$ cat src/rtl/mem_resp_stage_if.sv
`default_nettype none
// ============================================================================
//  Module   : mem_resp_stage_if
//  Brief    : EX->MEM payload, SRAM response, MEM->WB payload and ID bypass
//             signals of the MEM pipeline stage, bundled as one interface.
//  Revision : 1.0 - initial release
// ============================================================================
interface mem_resp_stage_if #(
  parameter int DATA_W = 32,
  parameter int PC_W   = 32
);
  // EX -> MEM
  logic              in_valid;
  logic              in_allowin;
  logic [PC_W-1:0]   in_pc;
  logic              in_rf_we;
  logic [4:0]        in_rf_waddr;
  logic [DATA_W-1:0] in_alu_result;
  logic [2:0]        in_ld_op;
  logic              in_mem_req;
  logic              flush;
  // SRAM response
  logic              data_sram_data_ok;
  logic [DATA_W-1:0] data_sram_rdata;
  // MEM -> WB
  logic              out_valid;
  logic              out_allowin;
  logic [PC_W-1:0]   out_pc;
  logic              out_rf_we;
  logic [4:0]        out_rf_waddr;
  logic [DATA_W-1:0] out_rf_wdata;
  // MEM -> ID bypass
  logic              fwd_we;
  logic [4:0]        fwd_waddr;
  logic [DATA_W-1:0] fwd_wdata;
  logic              fwd_pending;

  // Environment side: EX, SRAM, WB and ID
  modport master (
    output in_valid, in_pc, in_rf_we, in_rf_waddr, in_alu_result, in_ld_op,
           in_mem_req, flush, data_sram_data_ok, data_sram_rdata, out_allowin,
    input  in_allowin, out_valid, out_pc, out_rf_we, out_rf_waddr, out_rf_wdata,
           fwd_we, fwd_waddr, fwd_wdata, fwd_pending
  );

  // MEM stage side
  modport slave (
    input  in_valid, in_pc, in_rf_we, in_rf_waddr, in_alu_result, in_ld_op,
           in_mem_req, flush, data_sram_data_ok, data_sram_rdata, out_allowin,
    output in_allowin, out_valid, out_pc, out_rf_we, out_rf_waddr, out_rf_wdata,
           fwd_we, fwd_waddr, fwd_wdata, fwd_pending
  );
endinterface
`default_nettype wire

$ cat src/rtl/mem_resp_stage.sv
`default_nettype none
// ============================================================================
//  Module   : mem_resp_stage
//  Brief    : MEM pipeline stage between EX and WB. Waits for load data,
//             aligns/extends it, holds it while WB stalls, bypasses to ID and
//             discards responses of requests cancelled by flush.
//  Revision : 1.0 - initial release
// ============================================================================
module mem_resp_stage #(
  parameter int DATA_W = 32,
  parameter int PC_W   = 32,
  parameter int CNT_W  = 2
) (
  input  logic            clk,
  input  logic            resetn,
  mem_resp_stage_if.slave bus
);

  localparam int             c_off_w   = $clog2(DATA_W / 8);
  localparam logic [CNT_W-1:0] c_cnt_max = {CNT_W{1'b1}};

  typedef enum logic [1:0] {
    S_EMPTY = 2'd0,
    S_WAIT  = 2'd1,
    S_FULL  = 2'd2
  } state_t;

  state_t              r_state;
  state_t              w_state_nxt;
  logic [CNT_W-1:0]    r_discard_cnt;
  logic [CNT_W-1:0]    w_discard_nxt;
  logic                w_cnt_zero;
  logic                w_capture;
  logic                w_load_done;
  logic                w_inc;
  logic                w_dec;

  logic [PC_W-1:0]     r_pc;
  logic                r_rf_we;
  logic [4:0]          r_rf_waddr;
  logic [DATA_W-1:0]   r_wdata;
  logic [2:0]          r_ld_op;
  logic [c_off_w-1:0]  r_offset;

  logic [DATA_W-1:0]   w_shifted;
  logic [DATA_W-1:0]   w_ld_data;

  assign w_cnt_zero = (r_discard_cnt == '0);

  // State and discard counter; only these carry reset, payload does not
  always_ff @(posedge clk or negedge resetn) begin
    if (!resetn) begin
      r_state       <= S_EMPTY;
      r_discard_cnt <= '0;
    end else begin
      r_state       <= w_state_nxt;
      r_discard_cnt <= w_discard_nxt;
    end
  end

  // Next state, capture/load-complete strobes and discard bookkeeping
  always_comb begin
    w_state_nxt   = r_state;
    w_capture     = 1'b0;
    w_load_done   = 1'b0;
    w_discard_nxt = r_discard_cnt;
    // A response matches our own request only when nothing stale is pending
    w_dec = bus.data_sram_data_ok && !w_cnt_zero;
    w_inc = bus.flush && (r_state == S_WAIT) &&
            !(bus.data_sram_data_ok && w_cnt_zero);

    if (bus.flush) begin
      w_state_nxt = S_EMPTY;
    end else begin
      case (r_state)
        S_EMPTY: begin
          if (bus.in_valid) w_capture = 1'b1;
        end
        S_WAIT: begin
          if (bus.data_sram_data_ok && w_cnt_zero) begin
            w_load_done = 1'b1;
            w_state_nxt = S_FULL;
          end
        end
        S_FULL: begin
          if (bus.out_allowin) begin
            if (bus.in_valid) w_capture   = 1'b1;
            else              w_state_nxt = S_EMPTY;
          end
        end
        default: w_state_nxt = S_EMPTY;
      endcase
      if (w_capture) begin
        w_state_nxt = (bus.in_mem_req && (bus.in_ld_op != 3'd0)) ? S_WAIT : S_FULL;
      end
    end

    // Inc and dec together cancel out; increment saturates
    if (w_inc && !w_dec) begin
      if (r_discard_cnt != c_cnt_max) w_discard_nxt = r_discard_cnt + CNT_W'(1);
    end else if (w_dec && !w_inc) begin
      w_discard_nxt = r_discard_cnt - CNT_W'(1);
    end
  end

  // Payload registers: fresh capture from EX, or load data replacing the address
  always_ff @(posedge clk) begin
    if (w_capture) begin
      r_pc       <= bus.in_pc;
      r_rf_we    <= bus.in_rf_we;
      r_rf_waddr <= bus.in_rf_waddr;
      r_wdata    <= bus.in_alu_result;
      r_ld_op    <= bus.in_ld_op;
      r_offset   <= bus.in_alu_result[c_off_w-1:0];
    end else if (w_load_done) begin
      r_wdata    <= w_ld_data;
    end
  end

  assign w_shifted = bus.data_sram_rdata >> {r_offset, 3'b000};

  generate
    if (DATA_W == 64) begin : g_ext64
      // Extension for 64-bit datapath: b/h/w signed, bu/hu/wu unsigned, d raw
      always_comb begin
        w_ld_data = w_shifted;
        case (r_ld_op)
          3'd1: w_ld_data = {{(DATA_W-8){w_shifted[7]}},   w_shifted[7:0]};
          3'd2: w_ld_data = {{(DATA_W-8){1'b0}},           w_shifted[7:0]};
          3'd3: w_ld_data = {{(DATA_W-16){w_shifted[15]}}, w_shifted[15:0]};
          3'd4: w_ld_data = {{(DATA_W-16){1'b0}},          w_shifted[15:0]};
          3'd5: w_ld_data = {{(DATA_W-32){w_shifted[31]}}, w_shifted[31:0]};
          3'd6: w_ld_data = {{(DATA_W-32){1'b0}},          w_shifted[31:0]};
          default: w_ld_data = w_shifted;
        endcase
      end
    end else begin : g_ext32
      // Extension for 32-bit datapath: wu and d collapse to a plain word
      always_comb begin
        w_ld_data = w_shifted;
        case (r_ld_op)
          3'd1: w_ld_data = {{(DATA_W-8){w_shifted[7]}},   w_shifted[7:0]};
          3'd2: w_ld_data = {{(DATA_W-8){1'b0}},           w_shifted[7:0]};
          3'd3: w_ld_data = {{(DATA_W-16){w_shifted[15]}}, w_shifted[15:0]};
          3'd4: w_ld_data = {{(DATA_W-16){1'b0}},          w_shifted[15:0]};
          default: w_ld_data = w_shifted;
        endcase
      end
    end
  endgenerate

  assign bus.in_allowin   = (r_state == S_EMPTY) || ((r_state == S_FULL) && bus.out_allowin);
  assign bus.out_valid    = (r_state == S_FULL);
  assign bus.out_pc       = r_pc;
  assign bus.out_rf_we    = r_rf_we;
  assign bus.out_rf_waddr = r_rf_waddr;
  assign bus.out_rf_wdata = r_wdata;
  assign bus.fwd_we       = (r_state != S_EMPTY) && r_rf_we;
  assign bus.fwd_waddr    = r_rf_waddr;
  assign bus.fwd_wdata    = r_wdata;
  assign bus.fwd_pending  = (r_state == S_WAIT);

endmodule
`default_nettype wire
$ cat src/flat_wrapper.sv
// flat-port wrapper written by rule: the top's interface ports become plain ports
module mem_resp_stage_flat 
#(
  parameter int DATA_W = 32,
  parameter int PC_W   = 32,
  parameter int CNT_W  = 2
)
  (clk, resetn, bus_in_valid, bus_in_pc, bus_in_rf_we, bus_in_rf_waddr, bus_in_alu_result, bus_in_ld_op, bus_in_mem_req, bus_flush, bus_data_sram_data_ok, bus_data_sram_rdata, bus_out_allowin, bus_in_allowin, bus_out_valid, bus_out_pc, bus_out_rf_we, bus_out_rf_waddr, bus_out_rf_wdata, bus_fwd_we, bus_fwd_waddr, bus_fwd_wdata, bus_fwd_pending);
  mem_resp_stage_if #(.DATA_W(DATA_W), .PC_W(PC_W)) bus_i ();
  input  logic clk;
  input  logic resetn;
  input wire logic [$bits(bus_i.in_valid)-1:0] bus_in_valid;
  input wire logic [$bits(bus_i.in_pc)-1:0] bus_in_pc;
  input wire logic [$bits(bus_i.in_rf_we)-1:0] bus_in_rf_we;
  input wire logic [$bits(bus_i.in_rf_waddr)-1:0] bus_in_rf_waddr;
  input wire logic [$bits(bus_i.in_alu_result)-1:0] bus_in_alu_result;
  input wire logic [$bits(bus_i.in_ld_op)-1:0] bus_in_ld_op;
  input wire logic [$bits(bus_i.in_mem_req)-1:0] bus_in_mem_req;
  input wire logic [$bits(bus_i.flush)-1:0] bus_flush;
  input wire logic [$bits(bus_i.data_sram_data_ok)-1:0] bus_data_sram_data_ok;
  input wire logic [$bits(bus_i.data_sram_rdata)-1:0] bus_data_sram_rdata;
  input wire logic [$bits(bus_i.out_allowin)-1:0] bus_out_allowin;
  output wire logic [$bits(bus_i.in_allowin)-1:0] bus_in_allowin;
  output wire logic [$bits(bus_i.out_valid)-1:0] bus_out_valid;
  output wire logic [$bits(bus_i.out_pc)-1:0] bus_out_pc;
  output wire logic [$bits(bus_i.out_rf_we)-1:0] bus_out_rf_we;
  output wire logic [$bits(bus_i.out_rf_waddr)-1:0] bus_out_rf_waddr;
  output wire logic [$bits(bus_i.out_rf_wdata)-1:0] bus_out_rf_wdata;
  output wire logic [$bits(bus_i.fwd_we)-1:0] bus_fwd_we;
  output wire logic [$bits(bus_i.fwd_waddr)-1:0] bus_fwd_waddr;
  output wire logic [$bits(bus_i.fwd_wdata)-1:0] bus_fwd_wdata;
  output wire logic [$bits(bus_i.fwd_pending)-1:0] bus_fwd_pending;
  assign bus_i.in_valid = bus_in_valid;
  assign bus_i.in_pc = bus_in_pc;
  assign bus_i.in_rf_we = bus_in_rf_we;
  assign bus_i.in_rf_waddr = bus_in_rf_waddr;
  assign bus_i.in_alu_result = bus_in_alu_result;
  assign bus_i.in_ld_op = bus_in_ld_op;
  assign bus_i.in_mem_req = bus_in_mem_req;
  assign bus_i.flush = bus_flush;
  assign bus_i.data_sram_data_ok = bus_data_sram_data_ok;
  assign bus_i.data_sram_rdata = bus_data_sram_rdata;
  assign bus_i.out_allowin = bus_out_allowin;
  assign bus_in_allowin = bus_i.in_allowin;
  assign bus_out_valid = bus_i.out_valid;
  assign bus_out_pc = bus_i.out_pc;
  assign bus_out_rf_we = bus_i.out_rf_we;
  assign bus_out_rf_waddr = bus_i.out_rf_waddr;
  assign bus_out_rf_wdata = bus_i.out_rf_wdata;
  assign bus_fwd_we = bus_i.fwd_we;
  assign bus_fwd_waddr = bus_i.fwd_waddr;
  assign bus_fwd_wdata = bus_i.fwd_wdata;
  assign bus_fwd_pending = bus_i.fwd_pending;
  mem_resp_stage #(.DATA_W(DATA_W), .PC_W(PC_W), .CNT_W(CNT_W)) u_core (.clk(clk), .resetn(resetn), .bus(bus_i));
endmodule
$ cat config.mk
export PLATFORM = sky130hd
export DESIGN_NAME = mem_resp_stage_flat
export DESIGN_NICKNAME = d
export VERILOG_FILES = /design/src/rtl/mem_resp_stage_if.sv /design/src/rtl/mem_resp_stage.sv /design/src/flat_wrapper.sv
export SDC_FILE = /design/constraint.sdc
export NUM_CORES = 1
export LEC_CHECK = 0
export BUFFER_PORTS_ARGS = -buffer_cell sky130_fd_sc_hd__buf_4
export CORE_ASPECT_RATIO = 1.4
export CORE_MARGIN = 1
export CORE_UTILIZATION = 44
export CTS_CLUSTER_DIAMETER = 100
export CTS_CLUSTER_SIZE = 28
export DETAILED_ROUTE_END_ITERATION = 16
export HOLD_SLACK_MARGIN = 0.12
export PLACE_DENSITY = 0.87
export SLEW_MARGIN = 15
export SYNTH_ARGS = -nofsm -noshare
export SYNTH_HDL_FRONTEND = slang
export SYNTH_SLANG_ARGS = --single-unit
$ cat constraint.sdc
create_clock -name clk -period 3.8 [get_ports clk]
set_input_delay 0.38 -clock clk [delete_from_list [all_inputs] [get_ports clk]]
set_output_delay 0.38 -clock clk [all_outputs]
set_load 0.01 [all_outputs]
==> impl_metrics.csv, run 1 <==
group,metric,value,unit
setup_path,cp_top_family,"flip-flops",
pwr,seq_power_share,47.0,%
layout,fill_cells,612,
global_route,grt_max_degree,44,
sta,finalCritPeriodShare,66.5,%
synth,async_flop_share,5.06,%
synth,synth.distinct_cells,37,
floorplanning,dieArea,0.00907,sq mm
synth,synth_cells,290,
pwr,p_per_area,400,mW/mm^2
layout,fin_nets,588,
synth,synth_top_cell_by_area,"edfxtp_1",
sta,fmax,396,MHz
sta,setup_violations,0,
pwr,p_comb_share,17.2,%
synth,yosysSeqAreaShare,61.5,%
setup_path,arrival,2610,ps
pwr,leakage,2.42,nW
clock_network,clk_path_buf_depth,2,
floorplanning,core,0.00830,sq mm
place,preCtsSetupSlack,1310,ps
drt,postRouteAntennaNets,0,
sta,final-hold-violation-count,0,
drt,via_per_inst,5.22,
clock_network,clock_sinks,79,
clock_network,clk_pin_slew,60,ps
flow_run,cap_viol_max_count,0,
global_route,first_global_vias,3041,
synth,syn_area_per_cell,13.2,sq um
layout,layout-drive-gt1-share,53.4,%
clock_network,cts_tree,"yes",
place,dp_hpwl,8000,microns
clock_network,htreeDepth,3,
sta,fin_crit,2530,ps
clock_network,clockRootBuffer,"clkbuf_16",
drt,drtPass1Iterations,4,
pwr,switching_share,24.8,%
synth,synth_top_area_share,58.9,%
global_route,grt_remaining_overflow,0,
sta,tightest_slew,1060,ps
pwr,p_int,1.68,mW
place,place_congestion,0.851,
sta,finalSetupTns,0,ps
pwr,power.share.clock,35.8,%
setup_path,worst-path-buf-inv,0,
setup_path,cp.required,3880,ps
global_route,antenna_found_initial,0,
setup_path,end_kind,"register",
setup_path,critical_path.max_stage_delay,1050,ps
clock_network,cts_buffers,9,
sta,slew_headroom,29.1,%
setup_path,worstSetupStartpointType,"register",
layout,layout_common_cells,"buf_4, edfxtp_1, nor2_1",
sta,maxSlewViolCount,0,
pwr,irDropWorstVdd,0.456,mV
global_route,grt.total_usage,22.5,%
synth,synth_warnings,0,
synth,synthFlopType,"edfxtp_1",
pwr,switching_power,0.554,mW
floorplanning,io_pins,223,
clock_network,clkLatencyLatePin,330,ps
sta,clock_skew,6.59,ps
floorplanning,initial_core_util,46.1,%
setup_path,critPathKind,"reg2reg",
synth,syn-num-nets,402,
floorplanning,dieHeight,112,microns
clock_network,cts_resized,0,
sta,whs,224,ps
sta,layout_setup_ws,1270,ps
setup_path,cp_max_fo,28,
sta,rsz0062_at_grt,"false",
layout,num_antenna_cells,0,
drt,wl_per_cell,17.5,microns
drt,totalWireLength,10200,microns
floorplanning,die_w,80.8,microns
pwr,finalPower,2.23,mW
layout,area_delta_synth_final,46.2,%
setup_path,worstPathCellList,"mux2_2, a221oi_2, o21ai_2, o22a_1",
place,place_area,0.00530,sq mm
layout,final_area,0.00559,sq mm
global_route,grt_pass1_wl,14800,microns
drt,drt_iter0_drc,133,
hold_path,hold_class,"in2reg",
synth,syn_area,0.00382,sq mm
synth,synth-edff-count,75,
drt,drc,0,
run_status,status,"complete, no violations",
synth,synthTopCellsByArea,"edfxtp_1, buf_4, mux2i_1",
setup_path,cpMaxStageDelayCell,"edfxtp_1",
place,port_buffers,222,
layout,layout_commonest_cell,"buf_4",
drt,num_vias,3046,
floorplanning,placementRows,39,
synth,ys_ff_latch,79,
per-stage QoR:
step                cells  utilization, %
CTS                   583            67.4
global placement      566            63.8
global route          583            67.4
floorplan             290               -
finish                583            67.4
detailed placement    566            63.8
final cells by class:
cell class | count | area [sq um] | area share [%]
Sequential cell | 79 | 2350 | 42.1
Tap cell | 102 | 128 | 2.28
Clock inverter | 7 | 56.3 | 1.01
Inverter | 6 | 22.5 | 0.403
Timing Repair Buffer | 226 | 1700 | 30.4
Multi-Input combinational cell | 154 | 1100 | 19.8
Clock buffer | 9 | 225 | 4.03
worst reg2reg max path, stage by stage (launching register included):
cell      delay (ps)
edfxtp_1        1050
mux2_2           440
a221oi_2         250
o21ai_2          260
o22a_1           270
path summary, 6_finish.rpt:
check	start	endpoint	slack, ps	depth (start not counted)
min in group asynchronous	resetn	u_core.r_state[1]	390	2
worst min-delay path	bus_in_pc[21]	u_core.bus.out_pc[21]	220	1
worst max register to register	u_core.r_offset[1]	u_core.bus.fwd_wdata[28]	1270	4
worst min register to register	u_core.r_discard_cnt[0]	u_core.r_discard_cnt[1]	530	2
max in group asynchronous	resetn	u_core.r_state[0]	3310	2
worst max-delay path	u_core.r_offset[1]	u_core.bus.fwd_wdata[28]	1270	4
routing by layer:
layer  share of wire [%]  global-route usage (%)  vias up  wire, microns
li1                    -                       -     1420              -
met2                  52                    39.5      203           5310
met4                 5.0                    15.0        0            510
met5                   0                       0        -              0
met3                  13                    9.19       33           1280
met1                  30                    20.4     1390           3090
power by group through the flow:
stage	clock (mW)	sequential (mW)	combinational, mW
6_report	0.799	1.05	0.385
5_1_grt	0.841	1.06	0.414
4_1_cts	0.812	1.05	0.388
3_5_place_dp	0	1.07	0.386
3_3_place_gp	0	1.07	0.375
2_1_floorplan	0	1.08	0.174
synthesized netlist by cell type (2+ instances only):
cell and count:
edfxtp_1 75, buf_4 37, nor2_1 22, a21oi_1 20
mux2i_1 17, o22a_1 16, nand2_1 10, mux2_2 9
and2_1 8, nor2b_1 8, a211oi_1 7, buf_2 7
o2bb2ai_1 7, inv_1 6, clkbuf_1 4, dfrtp_1 4
o21ai_0 4, nand2b_1 3, or3_1 3, buf_6 2
nor3_1 2, o211ai_1 2, o21a_1 2, xor2_1 2
registers in the layout, indices dropped and copies added, names as in the netlist:
signal	cells
u_core.bus.out_rf_we	1
u_core.r_discard_cnt	2
u_core.r_state	2
u_core.bus.out_pc	32
u_core.bus.fwd_wdata	32
u_core.r_offset	2
u_core.r_ld_op	3
u_core.bus.fwd_waddr	5
repair_timing:
item                                   CTS  global route
buffers inserted                         0             0
hold buffers                             1             0
endpoints found under the hold margin    4             0
cells by family after synthesis:
| logic type | synth area share (%) |
|---|---|
| buf+inv | 9.85 |
| mux | 7.50 |
| compound gates | 12.9 |
| flops | 61.5 |
| simple gates | 7.76 |
| xor+xnor | 0.458 |
(Power assumes the default switching activity.)
==> run 2: changes to the inputs <==
--- a/config.mk
+++ b/config.mk
@@ -5,10 +5,11 @@
 export SDC_FILE = /design/constraint.sdc
 export NUM_CORES = 1
 export LEC_CHECK = 0
+export ABC_AREA = 1
 export BUFFER_PORTS_ARGS = -buffer_cell sky130_fd_sc_hd__buf_4
 export CORE_ASPECT_RATIO = 1.4
 export CORE_MARGIN = 1
-export CORE_UTILIZATION = 44
+export CORE_UTILIZATION = 45
 export CTS_CLUSTER_DIAMETER = 100
 export CTS_CLUSTER_SIZE = 28
 export DETAILED_ROUTE_END_ITERATION = 16
==> constraint.sdc (replaced) <==
create_clock -name clk -period 2.4 [get_ports clk]
set_input_delay 0.24 -clock clk [delete_from_list [all_inputs] [get_ports clk]]
set_output_delay 0.24 -clock clk [all_outputs]
set_load 0.01 [all_outputs]
==> run 2 against run 1 <==
Die area up 2.5%; total power grew 74%; flip-flop and latch count stayed put; combinational power up 130%; setup slack lost 880 ps; area after synthesis up 4.9%; highest routed layer unchanged.
==> impl_metrics.csv, run 2 <==
group,metric,value,unit
clock_network,clkLatencyLatePin,340,ps
global_route,grt_remaining_overflow,0,
global_route,grt_max_degree,39,
sta,tightest_slew,998,ps
setup_path,worstSetupStartpointType,"register",
clock_network,cts_tree,"yes",
sta,fin_crit,2010,ps
floorplanning,core,0.00861,sq mm
flow_run,cap_viol_max_count,0,
synth,synthFlopType,"edfxtp_1",
synth,syn_area_per_cell,9.43,sq um
layout,layout_commonest_cell,"buf_4",
layout,multi_input_area,0.00115,sq mm
place,port_buffers,222,
floorplanning,dieHeight,114,microns
sta,slew_headroom,33.2,%
pwr,leakage,2.87,nW
floorplanning,die_w,81.8,microns
sta,fmax,497,MHz
setup_path,critical_path.max_stage_delay,780,ps
setup_path,setup.worst_path.start,"u_core.r_state[0]",
sta,final-hold-violation-count,0,
run_status,status,"complete, no violations",
drt,num_vias,3818,
drt,drtPass1Iterations,5,
clock_network,clock_sinks,79,
layout,fin_nets,764,
floorplanning,placementRows,40,
layout,final_util,71.9,%
clock_network,htreeDepth,3,
global_route,grt_pass1_wl,19100,microns
layout,regArea,0.00235,sq mm
pwr,irDropWorstVdd,0.564,mV
place,place_congestion,0.851,
sta,clock_skew,9.86,ps
drt,via_per_inst,5.01,
synth,synth_warnings,0,
setup_path,worstPathCellList,"inv_1, nor2_4, nand2_1, o21ai_4",
clock_network,clockRootBuffer,"clkbuf_16",
pwr,p_per_area,628,mW/mm^2
setup_path,end_kind,"register",
sta,whs,178,ps
setup_path,cp.required,2360,ps
setup_path,arrival,1970,ps
global_route,grt.total_usage,27.8,%
synth,synthTopCellsByArea,"edfxtp_1, nor2_1, buf_4",
global_route,first_global_vias,3780,
setup_path,crit_end,"u_core.bus.fwd_wdata[17]",
layout,layout-drive-gt1-share,38.1,%
hold_path,hold_class,"in2reg",
pwr,finalPower,3.89,mW
synth,synthTopCellsByCount,"nor2_1, edfxtp_1, nand2_1",
place,dp_hpwl,8850,microns
synth,synth-edff-count,75,
synth,synth.distinct_cells,23,
setup_path,critPathKind,"reg2reg",
synth,synth_cells,425,
setup_path,reg2reg_slack,390,ps
synth,syn_area,0.00401,sq mm
floorplanning,dieArea,0.00930,sq mm
sta,setup_violations,0,
setup_path,reg2reg_to,"u_core.bus.fwd_wdata[17]",
place,dpl.cell_count,702,
clock_network,clk_path_buf_depth,2,
layout,area_delta_synth_final,54.3,%
setup_path,cp_max_fo,32,
drt,drc,0,
synth,async_flop_share,5.06,%
sta,maxSlewViolCount,0,
clock_network,cts_buffers,9,
synth,yosysMostFrequentCell,"nor2_1",
clock_network,clk_pin_slew,60,ps
global_route,antenna_found_initial,0,
synth,yosysSeqAreaShare,58.7,%
synth,synth_top_cell_by_area,"edfxtp_1",
synth,syn-num-nets,537,
sta,finalSetupTns,0,ps
synth,synth_top_area_share,56.2,%
floorplanning,initial_core_util,46.6,%
synth,ys_ff_latch,79,
layout,fill_cells,639,
clock_network,post_cts_buffers,0,
sta,finalCritPeriodShare,83.8,%
setup_path,cpMaxStageDelayCell,"o21ai_4",
drt,wl_per_cell,16.8,microns
layout,layout_common_cells,"buf_4, nor2_1, edfxtp_1",
setup_path,worstRegToRegCells,4,
layout,layoutNonFillerInstCount,762,
setup_path,reg2reg_from,"u_core.r_state[0]",
sta,rsz0062_at_grt,"false",
drt,totalWireLength,12800,microns
layout,num_antenna_cells,0,
floorplanning,io_pins,223,
drt,postRouteAntennaNets,0,
drt,drt_iter0_drc,301,
==> run 2: what timing repair did <==
action / in CTS / in global routing
hold endpoints to repair: 47 / 0
gates resized for setup: 0 / 0
hold buffers: 44 / 0
endpoints found under the setup margin: 0 / 0
==> run 2: metal layers <==
| layer | share of wire [%] | routed length [microns] | GRT usage [%] | vias up |
|---|---|---|---|---|
| li1 | - | - | - | 1837 |
| met1 | 34 | 4310 | 30.5 | 1729 |
| met2 | 56 | 7180 | 49.5 | 218 |
| met3 | 6.6 | 849 | 4.64 | 34 |
| met4 | 3.8 | 486 | 15.3 | 0 |
| met5 | 0 | 0 | 0 | - |
==> run 2: cells by family (layout without fill, tap and decap cells) <==
logic type             Yosys count  in the layout  synth area share, %
buffers and inverters           88            320                 13.0
AO/OA/AOI/OAI                   46             46                 6.24
flip-flops                      79             79                 58.7
AND/OR/NAND/NOR                212            212                 22.1
==> run 2: report_power, final <==
group,switching (mW),internal [mW],total [mW]
combinational,0.448,0.433,0.882
clock,0.576,0.701,1.28
sequential,0.0708,1.66,1.73
==> run 2: through the flow <==
step	setup WS [ps]	area (sq um)
5_1_grt	261	6190
4_1_cts	442	6190
3_3_place_gp	542	5480
6_report	390	6190
3_5_place_dp	439	5480
2_1_floorplan	158	4010
==> run 2: worst min path at each step <==
stage               startpoint                       to  slack [ps]  depth (start not counted)
floorplan               resetn  u_core.r_discard_cnt[0]         -60                          0
global placement        resetn        u_core.r_state[0]          40                          1
detailed placement      resetn        u_core.r_state[0]          40                          1
CTS                  bus_flush        u_core.r_state[0]         130                          2
global route         bus_flush        u_core.r_state[0]         170                          2
finish               bus_flush        u_core.r_state[0]         180                          2
==> run 2: cell type report <==
type                       count  area share (%)
multi-input combinational    258            18.5
inverter                      32            1.94
clock buffer                   9            3.64
tap                          105            2.12
sequential                    79            38.0
timing repair buffer         272            35.0
clock inverter                 7           0.748
==> run 2: worst max-delay path: cells and delay by family (launching register included) <==
family / cells / cell delay [ps]
AOI/OAI and AO/OA: 1 / 780
DFF: 1 / 440
and+or+nand+nor: 2 / 260
buffers and inverters: 1 / 130
